### config.mk
export PLATFORM = sky130hd
export DESIGN_NAME = mult_acc
export DESIGN_NICKNAME = d
export VERILOG_FILES = /design/src/rtl/mult_acc.sv
export SDC_FILE = /design/constraint.sdc
export NUM_CORES = 1
export LEC_CHECK = 0
export ABC_AREA = 1
export CAP_MARGIN = 10
export CELL_PAD_IN_SITES_DETAIL_PLACEMENT = 0
export CELL_PAD_IN_SITES_GLOBAL_PLACEMENT = 1
export CORE_MARGIN = 4
export CORE_UTILIZATION = 47
export DETAILED_ROUTE_END_ITERATION = 8
export PLACE_DENSITY_LB_ADDON = 0.3
export SETUP_SLACK_MARGIN = 0.4
export SLEW_MARGIN = 25
export SYNTH_ARGS = -nofsm -noshare
export SYNTH_HDL_FRONTEND = slang
export SYNTH_SLANG_ARGS = --single-unit
### constraint.sdc
create_clock -name clk -period 11.5 [get_ports clk]
set_clock_uncertainty 0.1 [all_clocks]
set_input_delay 2.3 -clock clk [delete_from_list [all_inputs] [get_ports clk]]
set_output_delay 2.3 -clock clk [all_outputs]
set_load 0.02 [all_outputs]
### src/rtl/mult_acc.sv
// -----------------------------------------------------------------------------
// mult_acc
//   Pipelined signed multiply-accumulate with rounding and saturation.
//
//   A sample (a, b, acc_en, acc_clr) is taken into an input register when
//   valid_in and ce are high. The exact product is then carried through
//   LATENCY product stages, with the accumulate controls following in a
//   sideband pipeline. A final stage updates the accumulator, rounds the new
//   accumulator value to nearest (half toward +inf) after an arithmetic right
//   shift of SHIFT bits, and saturates it to OUT_WIDTH bits. A sample accepted
//   at edge N is presented after edge N+LATENCY+1.
//
// Parameters
//   WIDTH_A, WIDTH_B : signed operand widths
//   LATENCY          : product pipeline stages (1..6)
//   ACC_WIDTH        : accumulator width (>= WIDTH_A+WIDTH_B)
//   SHIFT            : output arithmetic right shift (0..ACC_WIDTH-1)
//   OUT_WIDTH        : output width (<= ACC_WIDTH)
//
// Ports
//   clk       : clock, rising edge
//   rst       : synchronous active-high reset, wins over ce
//   ce        : clock enable; low freezes every register
//   valid_in  : a, b, acc_en, acc_clr carry a sample
//   a, b      : signed operands
//   acc_en    : add this product to the accumulator
//   acc_clr   : load the accumulator with this product (overrides acc_en)
//   valid_out : p and ovf carry a new result
//   p         : rounded, saturated result (holds while valid_out is low)
//   ovf       : saturation occurred on the current result
//   sat       : sticky saturation flag, cleared only by rst
// -----------------------------------------------------------------------------
module mult_acc #(
  parameter int WIDTH_A   = 16,
  parameter int WIDTH_B   = 16,
  parameter int LATENCY   = 3,
  parameter int ACC_WIDTH = 48,
  parameter int SHIFT     = 0,
  parameter int OUT_WIDTH = 32
) (
  input  logic                        clk,
  input  logic                        rst,
  input  logic                        ce,
  input  logic                        valid_in,
  input  logic signed [WIDTH_A-1:0]   a,
  input  logic signed [WIDTH_B-1:0]   b,
  input  logic                        acc_en,
  input  logic                        acc_clr,
  output logic                        valid_out,
  output logic signed [OUT_WIDTH-1:0] p,
  output logic                        ovf,
  output logic                        sat
);

  localparam int WP = WIDTH_A + WIDTH_B;

  // Saturation limits expressed in the ACC_WIDTH+1 bit rounding domain.
  localparam logic signed [ACC_WIDTH:0] OUT_MAX =
    {{(ACC_WIDTH-OUT_WIDTH+2){1'b0}}, {(OUT_WIDTH-1){1'b1}}};
  localparam logic signed [ACC_WIDTH:0] OUT_MIN =
    {{(ACC_WIDTH-OUT_WIDTH+2){1'b1}}, {(OUT_WIDTH-1){1'b0}}};

  // Input register and product pipeline (data only).
  logic signed [WIDTH_A-1:0] a_r;
  logic signed [WIDTH_B-1:0] b_r;
  logic signed [WP-1:0]      prod_sr [LATENCY];

  // Control sideband: bit 0 is the input register, bit k is product stage k.
  logic [LATENCY:0] vld_sr;
  logic [LATENCY:0] en_sr;
  logic [LATENCY:0] clr_sr;

  // Output-stage combinational results.
  logic signed [ACC_WIDTH-1:0] acc;
  logic signed [ACC_WIDTH-1:0] prod_ext;
  logic signed [ACC_WIDTH-1:0] acc_nxt;
  logic signed [ACC_WIDTH:0]   val_w;
  logic signed [ACC_WIDTH:0]   rnd;
  logic signed [OUT_WIDTH-1:0] p_nxt;
  logic                        ovf_nxt;

  // ---------------------------------------------------------------------------
  // Control sideband. Clearing it on rst is what discards every in-flight
  // sample, including one presented in the reset cycle itself.
  // ---------------------------------------------------------------------------
  // NOTE: sequential state is assigned with <= so every flop samples the
  // pre-edge values of its neighbours, which is what makes the shift work.
  always_ff @(posedge clk) begin
    if (rst) begin
      vld_sr <= '0;
      en_sr  <= '0;
      clr_sr <= '0;
    end else if (ce) begin
      vld_sr <= {vld_sr[LATENCY-1:0], valid_in};
      en_sr  <= {en_sr[LATENCY-1:0],  acc_en};
      clr_sr <= {clr_sr[LATENCY-1:0], acc_clr};
    end
  end

  // ---------------------------------------------------------------------------
  // Data pipeline.
  // ---------------------------------------------------------------------------
  // NOTE: the data registers carry no reset; a stale word is harmless because
  // the cleared valid sideband stops it from ever reaching the accumulator.
  always_ff @(posedge clk) begin
    if (ce) begin
      a_r <= a;
      b_r <= b;
      // Both operands are widened before multiplying so the full product,
      // including min*min, is kept exactly.
      prod_sr[0] <= WP'(a_r) * WP'(b_r);
      for (int i = 1; i < LATENCY; i++) begin
        prod_sr[i] <= prod_sr[i-1];
      end
    end
  end

  // ---------------------------------------------------------------------------
  // Accumulate, round, saturate.
  // ---------------------------------------------------------------------------
  assign prod_ext = ACC_WIDTH'(prod_sr[LATENCY-1]);

  // NOTE: every always_comb output gets a default first so no path can leave
  // it unassigned and infer a latch.
  always_comb begin
    acc_nxt = prod_ext;
    if (!clr_sr[LATENCY] && en_sr[LATENCY]) begin
      acc_nxt = acc + prod_ext;
    end
  end

  // One extra bit so the rounding increment cannot overflow.
  assign val_w = (ACC_WIDTH+1)'(acc_nxt);

  generate
    if (SHIFT == 0) begin : g_no_round
      assign rnd = val_w;
    end else begin : g_round
      localparam logic signed [ACC_WIDTH:0] HALF =
        (ACC_WIDTH+1)'(1) << (SHIFT - 1);
      assign rnd = (val_w + HALF) >>> SHIFT;
    end
  endgenerate

  always_comb begin
    p_nxt   = rnd[OUT_WIDTH-1:0];
    ovf_nxt = 1'b0;
    if (rnd > OUT_MAX) begin
      p_nxt   = OUT_MAX[OUT_WIDTH-1:0];
      ovf_nxt = 1'b1;
    end else if (rnd < OUT_MIN) begin
      p_nxt   = OUT_MIN[OUT_WIDTH-1:0];
      ovf_nxt = 1'b1;
    end
  end

  // Output stage. Bubbles advance valid_out only; acc, p, ovf and sat hold.
  always_ff @(posedge clk) begin
    if (rst) begin
      acc       <= '0;
      p         <= '0;
      ovf       <= 1'b0;
      sat       <= 1'b0;
      valid_out <= 1'b0;
    end else if (ce) begin
      valid_out <= vld_sr[LATENCY];
      if (vld_sr[LATENCY]) begin
        acc <= acc_nxt;
        p   <= p_nxt;
        ovf <= ovf_nxt;
        sat <= sat | ovf_nxt;
      end
    end
  end

endmodule
== Word-level counts from Yosys, hierarchy flattened ==
Memories as Yosys holds them, arrays and structs flattened.
Index checks and enable logic that the tools add are counted.
Storage, ports and cells
  memories: 1
  RAM bits: 96
  logic and storage cells: 26
  output and inout port bits: 35
  bits in registers: 127
Operators by class
  multiplexer cells: 7
  magnitude comparators: 2
  bitwise logic cells: 1
  $mul: 1
  reduce and logical (&&, ||, !) cells: 3
  $add $sub $neg: 1
Memories
  prod_sr: words 3, width 32, read ports 3, clocked after memory_dff 0, wr ports 3, RTL line 66  | logic signed [WP-1:0] prod_sr [LATENCY];
Operators with widths (count)
  2-to-1 mux 32 bit: 2
  adder 48 x 32 -> 48 bit: 1
  > comparator 48 x 32 -> 1 bit (second input constant): 1
  < comparator 48 x 32 -> 1 bit (second input constant): 1
  2-to-1 mux 48 bit: 1
  multiplier 16 x 16 -> 32 bit: 1
  2-to-1 mux 1 bit: 4
  AND reduction 2 bit: 1
  logical AND 1 bit: 1
  zero test 1 bit: 1
  OR 1 bit: 1

== Longest topological paths before layout ==
  depth after elaboration: 7
  mapped depth: 31
  mapped depth without buffers: 29

== Worst setup path before layout ==
OpenSTA, ideal clock, no wires.
  path kind: register to register
  start: register a_r[5]
  end: memory prod_sr[0][29] (netlist name), data pin
  slack: 5.435 ns
  stages on the path, launching flop included: 26
  library setup time: 0.264 ns
  data arrival time: 5.702 ns
  clock period less this slack: 6.065 ns
  buffers on the path: 2
  cell sequence: edfxtp_1 clkbuf_1 clkbuf_1 nand2_1 fa_1 inv_1 fa_1 inv_1 fa_1 inv_1 fa_1 fa_1 inv_1 fa_1 inv_1 ha_1 a21oi_1 inv_1 o21ai_0 o211ai_1 a21oi_1 o21bai_1 nand2_1 o211ai_1 a31oi_1 xor2_1
RTL lines
  from (decl): RTL line 64  | logic signed [WIDTH_A-1:0] a_r;
  from (signal assigned): RTL line 107  | a_r <= a;
  to (decl): RTL line 66

==> impl_results.md <==
* CTS tree: yes
* Largest stage delay on the critical path at 0.63 ns
* Clock Latency Late Sink at 0.58 ns
* First-pass GRT wire length at 93.18 mm
* Post-CTS sizing at 0
* Hold slack final at 0.3092 ns
* CP cell instances: or2_2 -> fa_1 -> fa_1 -> inv_1 -> fa_1 -> fa_1 -> fa_1 -> inv_1 -> fa_1 -> inv_1 -> ha_1 -> nand2_1 -> inv_1 -> nand2_1 -> nor4_1 -> nor2_1 -> o21ai_0 -> nand3_1 -> o2111ai_1 -> xor2_1
* Seq/Total Area, Yosys at 25.80%
* Critical path class: reg -> reg
* Placer Congestion at around 0.93
* Clock Tree Root: clkbuf_16
* Final cycle utilization of the critical path at 57.41%
* Worst min-delay path startpoint: prod_sr[0][32]
* Io pins at 73
* Drt pass-1 iters at 5
* Main synth FF type: edfxtp_1
* WP data required at 11.72 ns
* GRT Util Overall at 22.77%
* Via Count at around 17,000
* Largest net degree at the start of global routing at ~80
* Nature of the critical path endpoint: flop
* Crit path time final at 6.602 ns
* Post-route antenna net violation count at 0
* Synth Area per Inst at 7.742 sq um
* Mux share of post-synthesis cell area at 0%
* Hold Fails Final Rpt at 0
* Post-synthesis adder-cell area fraction at a little over 30%
* Vias in the first global route at 18,029
* Setup tns final at 0 ns
* # H-tree levels at 1
* CP Max Fanout at 16
* Slew Viols, Final at 0
* PortBufs at 72
* Unrepaired setup endpoints after global routing: no
* Synthesized cell area at 0.02227 sq mm
* EDFF count, synth at about 130
* Final setup violating endpoints at 0
* Buf+Inv Stages, Crit Path at 4
* DIE HEIGHT at roughly 230 um
* Compound-Gate Fraction of Synth Area at ~6.2%
* Mapped Cells at 2,877
* Max-cap violations at 0
* Ys Warns at 0
* Net count after synthesis at 3,307
* Clock Tree Buf Depth at 3
* Fmax at roughly 150 MHz
* Setup Fix Bufs, Post-CTS at 0
* Die area at 0.05094 sq mm
* Core area at 0.04665 sq mm
* Fraction of layout cells with a size suffix above 1 at 4.618%
* Initial Util at 47.74%
* Routed WL at 56.80 mm
* Most used cell, CP: fa_1
* Hold_buf cts at 0
* Initial antenna violation count at 0
* Clk slew on worst S/H paths at 0.06 ns
* Avg WL per Cell at around 16 um
* Crit path launch type: flop
* Worst Hold Class: reg -> reg
* Area Overhead vs Synth at 9.061%
* Status: completed
* Main combinational cell family by area after synthesis: adder cells
* Row count at 79
* Fin nets at roughly 3,300
* CTS Buf Count at 26
* Async S/R FF share, synth at 0%
* Critical path startpoint: a_r[0]
* Chip width at around 230 um
* Critical path's top delay family: adder cells
* Worst r2r src: a_r[0]
* Slowest-stage cell, CP: edfxtp_1
* Flops & latches, synth at between 200 and 250
* Simple-gate share of the synthesized area at ~21%
* Relative slew slack at ~37%
* Clock sinks at 223
* Synth Area in XOR/XNOR at 2.123%
* Synth unique cells at 39
* CP arrival at 6.82 ns
* Vias per Instance at 4.938
* DP Wirelength at 45.18 mm
* Slew @ Worst Pin at between 0.9 and 1 ns
* Ant. Diodes at 0
* Remaining DRCs at 0
* Grt total ovfl at 0
* Initial DRC count at 1,142
-- metrics by stage --
step | utilization, % | instance area [sq um] | std cells | setup slack [ns]
floorplan | - | 22270 | 2877 | 5.435
global placement | 50.12 | 23380 | 3461 | 5.095
detailed placement | 50.12 | 23380 | 3461 | 4.993
CTS | 52.05 | 24290 | 3509 | 4.960
global route | 52.07 | 24290 | 3509 | 4.543
finish | 52.07 | 24290 | 3509 | 4.898
-- metal layers --
layer / vias to the layer above / share of wire (%) / global-route usage [%]
met2: 329 / 48 / 39.76
li1: 8618 / - / -
met1: 8278 / 45 / 29.94
met5: - / 0 / 0
met4: 0 / 3.7 / 7.390
met3: 102 / 3.4 / 2.301
-- layout make-up --
cell class | count | area, sq um
fill | 4516 | 22360
multi-input combinational | 1868 | 13540
inverter | 683 | 2564
clock inverter | 15 | 207.7
timing repair buffer | 80 | 777.0
tap | 607 | 759.5
sequential | 223 | 5746
clock buffer | 33 | 696.9
-- cell families (layout without fill, tap and decap cells) --
| family | count (synthesis) | after routing |
|---|---|---|
| adders and majority gates | 392 | 392 |
| and+or+nand+nor | 1194 | 1194 |
| xor gates and xnor gates | 54 | 54 |
| buffers and inverters | 786 | 811 |
| DFF | 223 | 223 |
| AOI/OAI and AO/OA | 228 | 228 |
-- state kept, by name, summed over array words and instances, names as in the netlist --
register and cells:
prod_sr 96, acc 48, p 32, a_r 16, b_r 16, clr_sr 4
en_sr 4, vld_sr 4, ovf 1, sat 1, valid_out 1
-- worst paths after layout --
check / to / slack, ns / depth (start not counted)
worst max-delay path: prod_sr[0][28] / 4.90 / 20
worst min-delay path: prod_sr[0][64] / 0.31 / 0
worst max register to register: prod_sr[0][28] / 4.90 / 20
worst min register to register: prod_sr[0][64] / 0.31 / 0
-- cells in the final DEF, fill, tap and decap left out, types with 3 or more instances in the layout --
master / count
o21a_1: 4
o221ai_1: 6
nand4_1: 20
nor4_1: 3
nor2_1: 226
o21ai_0: 48
clkbuf_1: 5
nand2_1: 823
fa_1: 263
clkinv_1: 6
o21bai_1: 4
inv_1: 669
inv_2: 10
a31oi_1: 4
buf_4: 8
clkdlybuf4s50_1: 70
xor2_1: 36
bufinv_16: 4
nand3_1: 70
nand3_2: 3
clkbuf_16: 26
xnor2_1: 18
o211ai_1: 29
a21oi_1: 98
a21oi_2: 32
clkinv_2: 3
nor2_2: 13
nand3b_1: 4
nor3_1: 7
or2_2: 8
nand2_2: 10
ha_1: 129
edfxtp_1: 128
dfxtp_1: 95
-- synth_stat cells (3+ instances only) --
cell type / instances / area share (%)
a21oi_1: 98 / 2.2
a21oi_2: 32 / 1.3
a31oi_1: 4 / 0.11
buf_1: 4 / 0.067
buf_4: 7 / 0.24
buf_6: 3 / 0.15
clkbuf_1: 87 / 1.5
clkinv_1: 4 / 0.067
dfxtp_1: 95 / 8.5
edfxtp_1: 128 / 17
fa_1: 263 / 24
ha_1: 129 / 7.2
inv_1: 670 / 11
inv_2: 9 / 0.15
nand2_1: 824 / 14
nand2_2: 10 / 0.28
nand3_1: 70 / 1.6
nand3_2: 3 / 0.13
nand3b_1: 4 / 0.13
nand4_1: 20 / 0.56
nor2_1: 227 / 3.8
nor2_2: 13 / 0.37
nor3_1: 7 / 0.16
nor4_1: 3 / 0.084
o211ai_1: 29 / 0.98
o21a_1: 4 / 0.13
o21ai_0: 48 / 1.1
o21bai_1: 4 / 0.13
o221ai_1: 6 / 0.24
or2_2: 8 / 0.22
xnor2_1: 18 / 0.71
xor2_1: 36 / 1.4
-- worst register-to-register path, stage by stage, from the launching register on --
cell,delay [ns]
edfxtp_1,0.63
or2_2,0.41
fa_1,0.53
fa_1,0.57
inv_1,0.07
fa_1,0.51
fa_1,0.52
fa_1,0.54
inv_1,0.05
fa_1,0.52
inv_1,0.04
ha_1,0.34
nand2_1,0.11
inv_1,0.07
nand2_1,0.07
nor4_1,0.27
nor2_1,0.15
o21ai_0,0.44
nand3_1,0.17
o2111ai_1,0.14
xor2_1,0.09
Power is not shown: default switching activity piles up to over one toggle a cycle in this logic, so the estimate is an artifact.
